==> src/rtl/result_buffer.sv <==
// Candidate-result buffer: stores detected windows {x, y, scale mask} in a circular
// array and drains a snapshot of them as an x, y, candidate word stream on request.
module result_buffer #(
  parameter int DATA_WIDTH = 12,
  parameter int NUM_RESIZE = 5,
  parameter int DEPTH      = 64,
  parameter int ADDR_WIDTH = 6
) (
  input  logic                  clk,
  input  logic                  reset,
  input  logic                  clear,
  input  logic                  in_valid,
  output logic                  in_ready,
  input  logic [DATA_WIDTH-1:0] ori_x,
  input  logic [DATA_WIDTH-1:0] ori_y,
  input  logic [NUM_RESIZE-1:0] candidate,
  input  logic                  read_start,
  output logic                  out_valid,
  input  logic                  out_ready,
  output logic [DATA_WIDTH-1:0] out_data,
  output logic                  read_done,
  output logic [ADDR_WIDTH:0]   count,
  output logic                  overflow
);

  typedef enum logic [2:0] {IDLE, SEND_X, SEND_Y, SEND_C, DONE} state_t;

  localparam logic [ADDR_WIDTH:0]   FULL_COUNT = (ADDR_WIDTH + 1)'(DEPTH);
  localparam logic [ADDR_WIDTH:0]   ONE_COUNT  = (ADDR_WIDTH + 1)'(1);
  localparam logic [ADDR_WIDTH-1:0] ONE_PTR    = ADDR_WIDTH'(1);

  state_t state, state_next;

  logic [DATA_WIDTH-1:0] mem_x [DEPTH];
  logic [DATA_WIDTH-1:0] mem_y [DEPTH];
  logic [NUM_RESIZE-1:0] mem_c [DEPTH];

  logic [ADDR_WIDTH-1:0] wr_ptr, rd_ptr;
  logic [ADDR_WIDTH:0]   remaining;
  logic                  full, has_cand, push, lost, pop, start;

  // Fullness uses the pre-pop count, so a pop never makes room for a same-cycle write.
  assign full      = (count == FULL_COUNT);
  assign has_cand  = |candidate;
  assign push      = in_valid && has_cand && !full;
  assign lost      = in_valid && has_cand && full;
  assign pop       = (state == SEND_C) && out_ready;
  assign start     = (state == IDLE) && read_start;
  assign in_ready  = !full;
  assign out_valid = (state == SEND_X) || (state == SEND_Y) || (state == SEND_C);
  assign read_done = (state == DONE);

  always_comb begin
    state_next = state;
    unique case (state)
      IDLE:    if (read_start) state_next = (count != '0) ? SEND_X : DONE;
      SEND_X:  if (out_ready) state_next = SEND_Y;
      SEND_Y:  if (out_ready) state_next = SEND_C;
      SEND_C:  if (out_ready) state_next = (remaining > ONE_COUNT) ? SEND_X : DONE;
      DONE:    state_next = IDLE;
      default: state_next = IDLE;
    endcase
  end

  always_comb begin
    out_data = '0;
    unique case (state)
      SEND_X:  out_data = mem_x[rd_ptr];
      SEND_Y:  out_data = mem_y[rd_ptr];
      SEND_C:  out_data = DATA_WIDTH'(mem_c[rd_ptr]);
      default: out_data = '0;
    endcase
  end

  // remaining is a snapshot of count at read_start, so later writes stay out of this drain.
  always_ff @(posedge clk) begin
    if (reset || clear) begin
      state     <= IDLE;
      wr_ptr    <= '0;
      rd_ptr    <= '0;
      count     <= '0;
      remaining <= '0;
      overflow  <= 1'b0;
    end else begin
      state <= state_next;
      if (push) wr_ptr <= wr_ptr + ONE_PTR;
      if (pop) rd_ptr <= rd_ptr + ONE_PTR;
      unique case ({push, pop})
        2'b10:   count <= count + ONE_COUNT;
        2'b01:   count <= count - ONE_COUNT;
        default: count <= count;
      endcase
      if (lost) overflow <= 1'b1;
      if (start) remaining <= count;
      else if (pop) remaining <= remaining - ONE_COUNT;
    end
  end

  // Record storage carries no reset; contents are only observed through valid pointers.
  always_ff @(posedge clk) begin
    if (!reset && !clear && push) begin
      mem_x[wr_ptr] <= ori_x;
      mem_y[wr_ptr] <= ori_y;
      mem_c[wr_ptr] <= candidate;
    end
  end

endmodule

==> config.mk <==
export PLATFORM = sky130hd
export DESIGN_NAME = result_buffer
export DESIGN_NICKNAME = d
export VERILOG_FILES = /design/src/rtl/result_buffer.sv
export SDC_FILE = /design/constraint.sdc
export NUM_CORES = 2
export LEC_CHECK = 0
export BUFFER_PORTS_ARGS = -buffer_cell sky130_fd_sc_hd__buf_4
export CAP_MARGIN = 40
export CORE_UTILIZATION = 35
export DETAILED_ROUTE_END_ITERATION = 16
export PLACE_DENSITY = 0.55
export SYNTH_ARGS = -nofsm -noshare
export SYNTH_HDL_FRONTEND = slang
export SYNTH_SLANG_ARGS = --single-unit
==> constraint.sdc <==
create_clock -name clk -period 8.2 [get_ports clk]
set_input_delay 0.82 -clock clk [delete_from_list [all_inputs] [get_ports clk]]
set_output_delay 0.82 -clock clk [all_outputs]
set_load 0.02 [all_outputs]
# [After elaboration in Yosys (flattened, before gate mapping)]
# Memories as Yosys holds them, arrays and structs flattened. A register that Yosys moved wholly into a read port is not among the register bits.
# Index checks and enable logic that the tools add are counted.
[totals] register_bits=30 mem_bits_rw=1856 inputBits=35 output_inout_bits=23 wordCells=64 n_memories=3
[mem_list] memory="mem_x" depth=64 word_bits=12 read_ports=1 rd_ports_with_merged_regs=1 write_ports=1 line="34" source="logic [DATA_WIDTH-1:0] mem_x [DEPTH];"
[mem_list] memory="mem_y" depth=64 word_bits=12 read_ports=1 rd_ports_with_merged_regs=1 write_ports=1 line="35" source="logic [DATA_WIDTH-1:0] mem_y [DEPTH];"
[mem_list] memory="mem_c" depth=64 word_bits=5 read_ports=1 rd_ports_with_merged_regs=1 write_ports=1 line="36" source="logic [NUM_RESIZE-1:0] mem_c [DEPTH];"
[op_classes] addsub=5 order_cmp=1 n_eq_ne=11 n_mux=19 n_reduce_logical=19
[op_table] cell="two-way mux 6 bit" n=6
[op_table] cell="one-hot mux 12 bit (3 select lines)" n=1
[op_table] cell="two-way mux 3 bit" n=6
[op_table] cell="two-way mux 7 bit" n=2
[op_table] cell="one-hot mux 7 bit (2 select lines)" n=1
[op_table] cell="subtractor 7 x 1 -> 7 bit, second input constant" n=2
[op_table] cell="adder 6 x 1 -> 6 bit, second input constant" n=2
[op_table] cell="one-hot mux 3 bit (4 select lines)" n=1
[op_table] cell="!= test 2 bit, second input constant" n=4
[op_table] cell="adder 7 x 1 -> 7 bit, second input constant" n=1
[op_table] cell="equality test 7 bit, second input constant" n=1
[op_table] cell="greater-than comparator 7 x 1 -> 1 bit, second input constant" n=1
[op_table] cell="logical AND 1 bit" n=7
[op_table] cell="nonzero test 7 bit" n=1
[op_table] cell="equality test 3 x 2 -> 1 bit, second input constant" n=2
[op_table] cell="OR reduction 5 bit" n=1
[op_table] cell="AND reduction 4 bit" n=1
[op_table] cell="nonzero test 2 bit" n=2
[op_table] cell="equality test 3 x 1 -> 1 bit, second input constant" n=1
[op_table] cell="equality test 3 bit, second input constant" n=1
[op_table] cell="zero test 1 bit" n=3
[op_table] cell="zero test 3 bit" n=1
[op_table] cell="logical OR 1 bit" n=3
[op_table] cell="equality test 2 x 1 -> 1 bit, second input constant" n=1
[op_table] cell="2 further kinds" n=3

# [Depth between registers and ports, before layout]
[depth] ltp_word=6 mapped_depth=13 ltp_nobuf=12

# [Worst setup path after synthesis]
# No wires, ideal clock.
[synth_path] kind="input -> register" startpoint="in candidate[3]" endpoint="mem mem_c[63][0], enable pin" setup_ns=0.451 arrival_ns=3.557 required_time_ns=7.749 slack_ns=4.192 cell_stages=6 n_path_buf=1 cell_sequence="or4_1 > o21ai_0 > nor2b_1 > clkbuf_1 > nand4_1 > nor3_1"
[synth_via] elab_chain_len=6
[synth_rtl] item="from (decl)" line="16" source="input logic [NUM_RESIZE-1:0] candidate,"
[synth_rtl] item="OR reduction 5 bit" line="44" source="assign has_cand = |candidate;"
[synth_rtl] item="logical AND 1 bit (2 in a row)" line="45" source="assign push = in_valid && has_cand && !full;"
[synth_rtl] item="logical AND 1 bit" line="101" source="if (!reset && !clear && push) begin"
[synth_rtl] item="two-way mux 1 bit" line="101"
[synth_rtl] item="two-way mux 1 bit (not written as such)" line="104" source="mem_c[wr_ptr] <= candidate;"
[synth_rtl] item="to (decl)" line="36"
# No other way between the ends.

==> run summary <==
Synth Area in XOR/XNOR -> 0.192%
Achievable Freq -> 0.170 GHz
Detailed Routing Iterations Pass 1 -> 5
critical path data required time -> 7380 ps
critical-path cell list -> buf_4 -> or3b_2 -> o21ai_0 -> a2111oi_0 -> a311oi_1 -> nand4_1 -> buf_4
FF+latch count, synth -> 1,892
Min-Delay Path Class -> primary input to register
worst hold endpoint -> count[6]$_SDFFE_PP0P_
H-tree levels -> 4
TritonCTS clock tree -> done
GP Congestion -> 0.776
# hold bufs at CTS -> 0
Die H -> 458 um
RSZ-0062 raised after global routing -> no
P_int -> 15.2 mW
Core ar. -> 207,000 um^2
Post-Route WL -> 198 mm
Root Buffer -> clkbuf_16
crit start category -> register
most frequent cells in the layout -> edfxtp_1 (1,856), mux4_2 (465), clkbuf_16 (194)
Syn Area/Cell -> 22.3 um^2
hold wc startpoint -> clear
FF-to-FF setup slack -> 4080 ps
Worst Skew -> 39.1 ps
pre-CTS setup slack -> 3180 ps
vias in the first global route -> 35,900
cells resized by post-CTS repair -> 0
hold depth -> 3
drt wl/cell -> 30.7 um
area taken by multi-input logic gates -> 15,800 um^2
GRT Overall Usage -> 18.8%
Post-Synth Adder-Cell Area -> 0.199%
CTS buffer count -> 191
fin crit share -> 71.6%
fin crit period -> 5870 ps
Net Sw Power -> 3.85 mW
Setup TNS Final -> 0 ps
max-slew violation count -> 0
warnings from Yosys -> 0
Power Density -> 229 nW/um^2
Clock Tree Buf Depth -> 3
final hold viol count -> 0
Syn Nets -> 3,317
VDD IR max -> 0.228 mV
RR Startpoint -> count[0]$_SDFFE_PP0P_
gr ovfl total -> 0
I/O pin cnt -> 58
Vias -> 35,200
Worst EP arrival -> 5050 ps
peak fanout along the critical path -> 29
synthesized area -> 72,900 um^2
largest net degree at the start of global routing -> 91
Starting DRT DRC Count -> 3,703
Fill cells -> 18,200
fin cells -> 6,431
worst r2r dst -> mem_y[4][7]$_DFFE_PP_
Die Area -> 210,000 um^2
commonest non-fill, non-tap cell in the layout -> edfxtp_1
Reg power frac -> 55.8%
Die W -> 458 um
kind of critical path -> register to output port
Netlist cell types -> 63
Gate power share -> 1.1%
post-synthesis mux area share -> 16.2%
outcome -> complete, no violations
Final Instance Area -> 83,400 um^2
combinational family with the most area after synthesis -> multiplexers
Placed Cells -> 6,067
PortBufs -> 57
via density per instance -> 5.47
Critical Path Most Common Cell -> buf_4
R2R depth -> 7
Clk pwr share -> 43.2%
Sinks on Clock Net -> 1,892
Synth Area in Compound Gates -> 2.36%
antenna violations before repair -> 12
register area share after synthesis -> 77.4%
sw frac -> 20.2%
worst rel slew slack -> 39.6%
final antenna-violating net count -> 0
Synth Flop Type -> edfxtp_1
Storage cell area -> 56,500 um^2
final setup fails -> 0
maxcap violations -> 0
Post-Syn Instances -> 3,271
Post-synth EDFFs -> 1,856
CP max stage delay -> 760 ps
Pleak -> 24.6 nW
DRC viols -> 0
later-pin clock latency in the skew report -> 830 ps
synthesis-to-finish area growth -> 14.3%
dpl cell area -> 77,500 um^2
layout cells sized above 1 -> 27.9%
slowest stage cell, crit path -> or3b_2
# rows -> 167
Least-Margin Pin Slew -> 897 ps
# nets final -> 3,521
global-route wire length before repair -> 279 mm
Worst setup EP type -> output port
Final Worst Setup Slack -> 2330 ps
Post-CTS Setup Inserts -> 0
dpl hpwl -> 111 mm
Worst-path clk slew -> 60 ps
Initial Utilization -> 35.2%
Post-Synth Simple-Gate Area -> 2.07%
Post-synth ARST share -> 0%
power by group through the flow:
stage	logic [mW]	clock network [mW]	registers, mW
2_1_floorplan	0.0268	0	10.8
3_3_place_gp	0.203	0	10.8
3_5_place_dp	0.212	0	10.8
4_1_cts	0.212	8.37	10.6
5_1_grt	0.225	8.72	10.6
6_report	0.209	8.22	10.6
cell type report:
cell class	count	area share, %
antenna	8	0.0240
sequential	1892	67.7
tap	2788	4.18
inverter	10	0.0450
clock buffer	236	6.01
timing repair buffer	187	2.06
clock inverter	117	0.960
multi-input combinational	1193	19.0
synthesized netlist by cell type, drive strengths merged, types with 9 or more instances:
library cell / instances / area [um^2]
o21ai: 55 / 275
ha: 10 / 125
a2111oi: 12 / 111
or3: 10 / 62.6
edfxtp: 1856 / 55700
a22oi: 30 / 225
dfxtp: 36 / 721
o22ai: 56 / 350
nor2b: 20 / 125
a21oi: 31 / 155
mux4: 470 / 10600
nor3: 16 / 80.1
nand3: 22 / 110
buf: 134 / 965
nand4: 9 / 56.3
nor2: 150 / 563
clkbuf: 42 / 158
inv: 10 / 37.5
mux2i: 92 / 921
mux2: 23 / 259
xor2: 11 / 96.3
o211ai: 16 / 120
nand2: 44 / 165
nand2b: 11 / 68.8
a211oi: 21 / 158
kinds of logic after synthesis:
kind of cell             count (synthesis)
AO/OA/AOI/OAI                          261
XOR/XNOR                                16
adder cells (fa/ha/maj)                 11
buffers and inverters                  186
flip-flops                            1892
multiplexers                           585
AND/OR/NAND/NOR                        320
metal layers:
| metal | track usage [%] | wire length [um] | vias up |
|---|---|---|---|
| met5 | 0 | 34 | - |
| met1 | 26.1 | 83000 | 19300 |
| met4 | 4.98 | 4880 | 4 |
| li1 | - | - | 14300 |
| met3 | 3.87 | 14700 | 273 |
| met2 | 30.2 | 95100 | 1268 |
stage by stage:
stage	util, %	power (mW)	hold WS (ps)
after global placement	37.3	11.0	467
after global routing	40.3	19.6	277
after CTS	40.2	19.2	206
final	40.3	19.1	271
after detailed placement	37.4	11.0	478
after floorplan	-	10.9	468
sequential cells by signal (all words and copies together) (netlist names), named ones only:
| signal | count |
|---|---|
| count | 7 |
| mem_c | 320 |
| mem_x | 768 |
| mem_y | 768 |
| overflow | 1 |
| rd_ptr | 6 |
| remaining | 7 |
| state | 3 |
| wr_ptr | 6 |
critical path: cells and delay by family (launching register included):
kind	cells	cell delay [ps]
AO/OA/AOI/OAI	3	1050
buffers and inverters	2	1050
flip-flops	1	560
AND/OR/NAND/NOR	2	1460
how the worst max path moves through the flow:
stage                                        end  slack [ps]    startpoint
after floorplan           mem_c[63][0]$_DFFE_PP_        4190  candidate[3]
after global placement               out_data[3]        2890      register
after detailed placement             out_data[3]        3180      register
after CTS                            out_data[3]        2270      register
after global routing                out_data[11]        2270      register
final                                out_data[3]        2330      register
(Power assumes the default switching activity.)
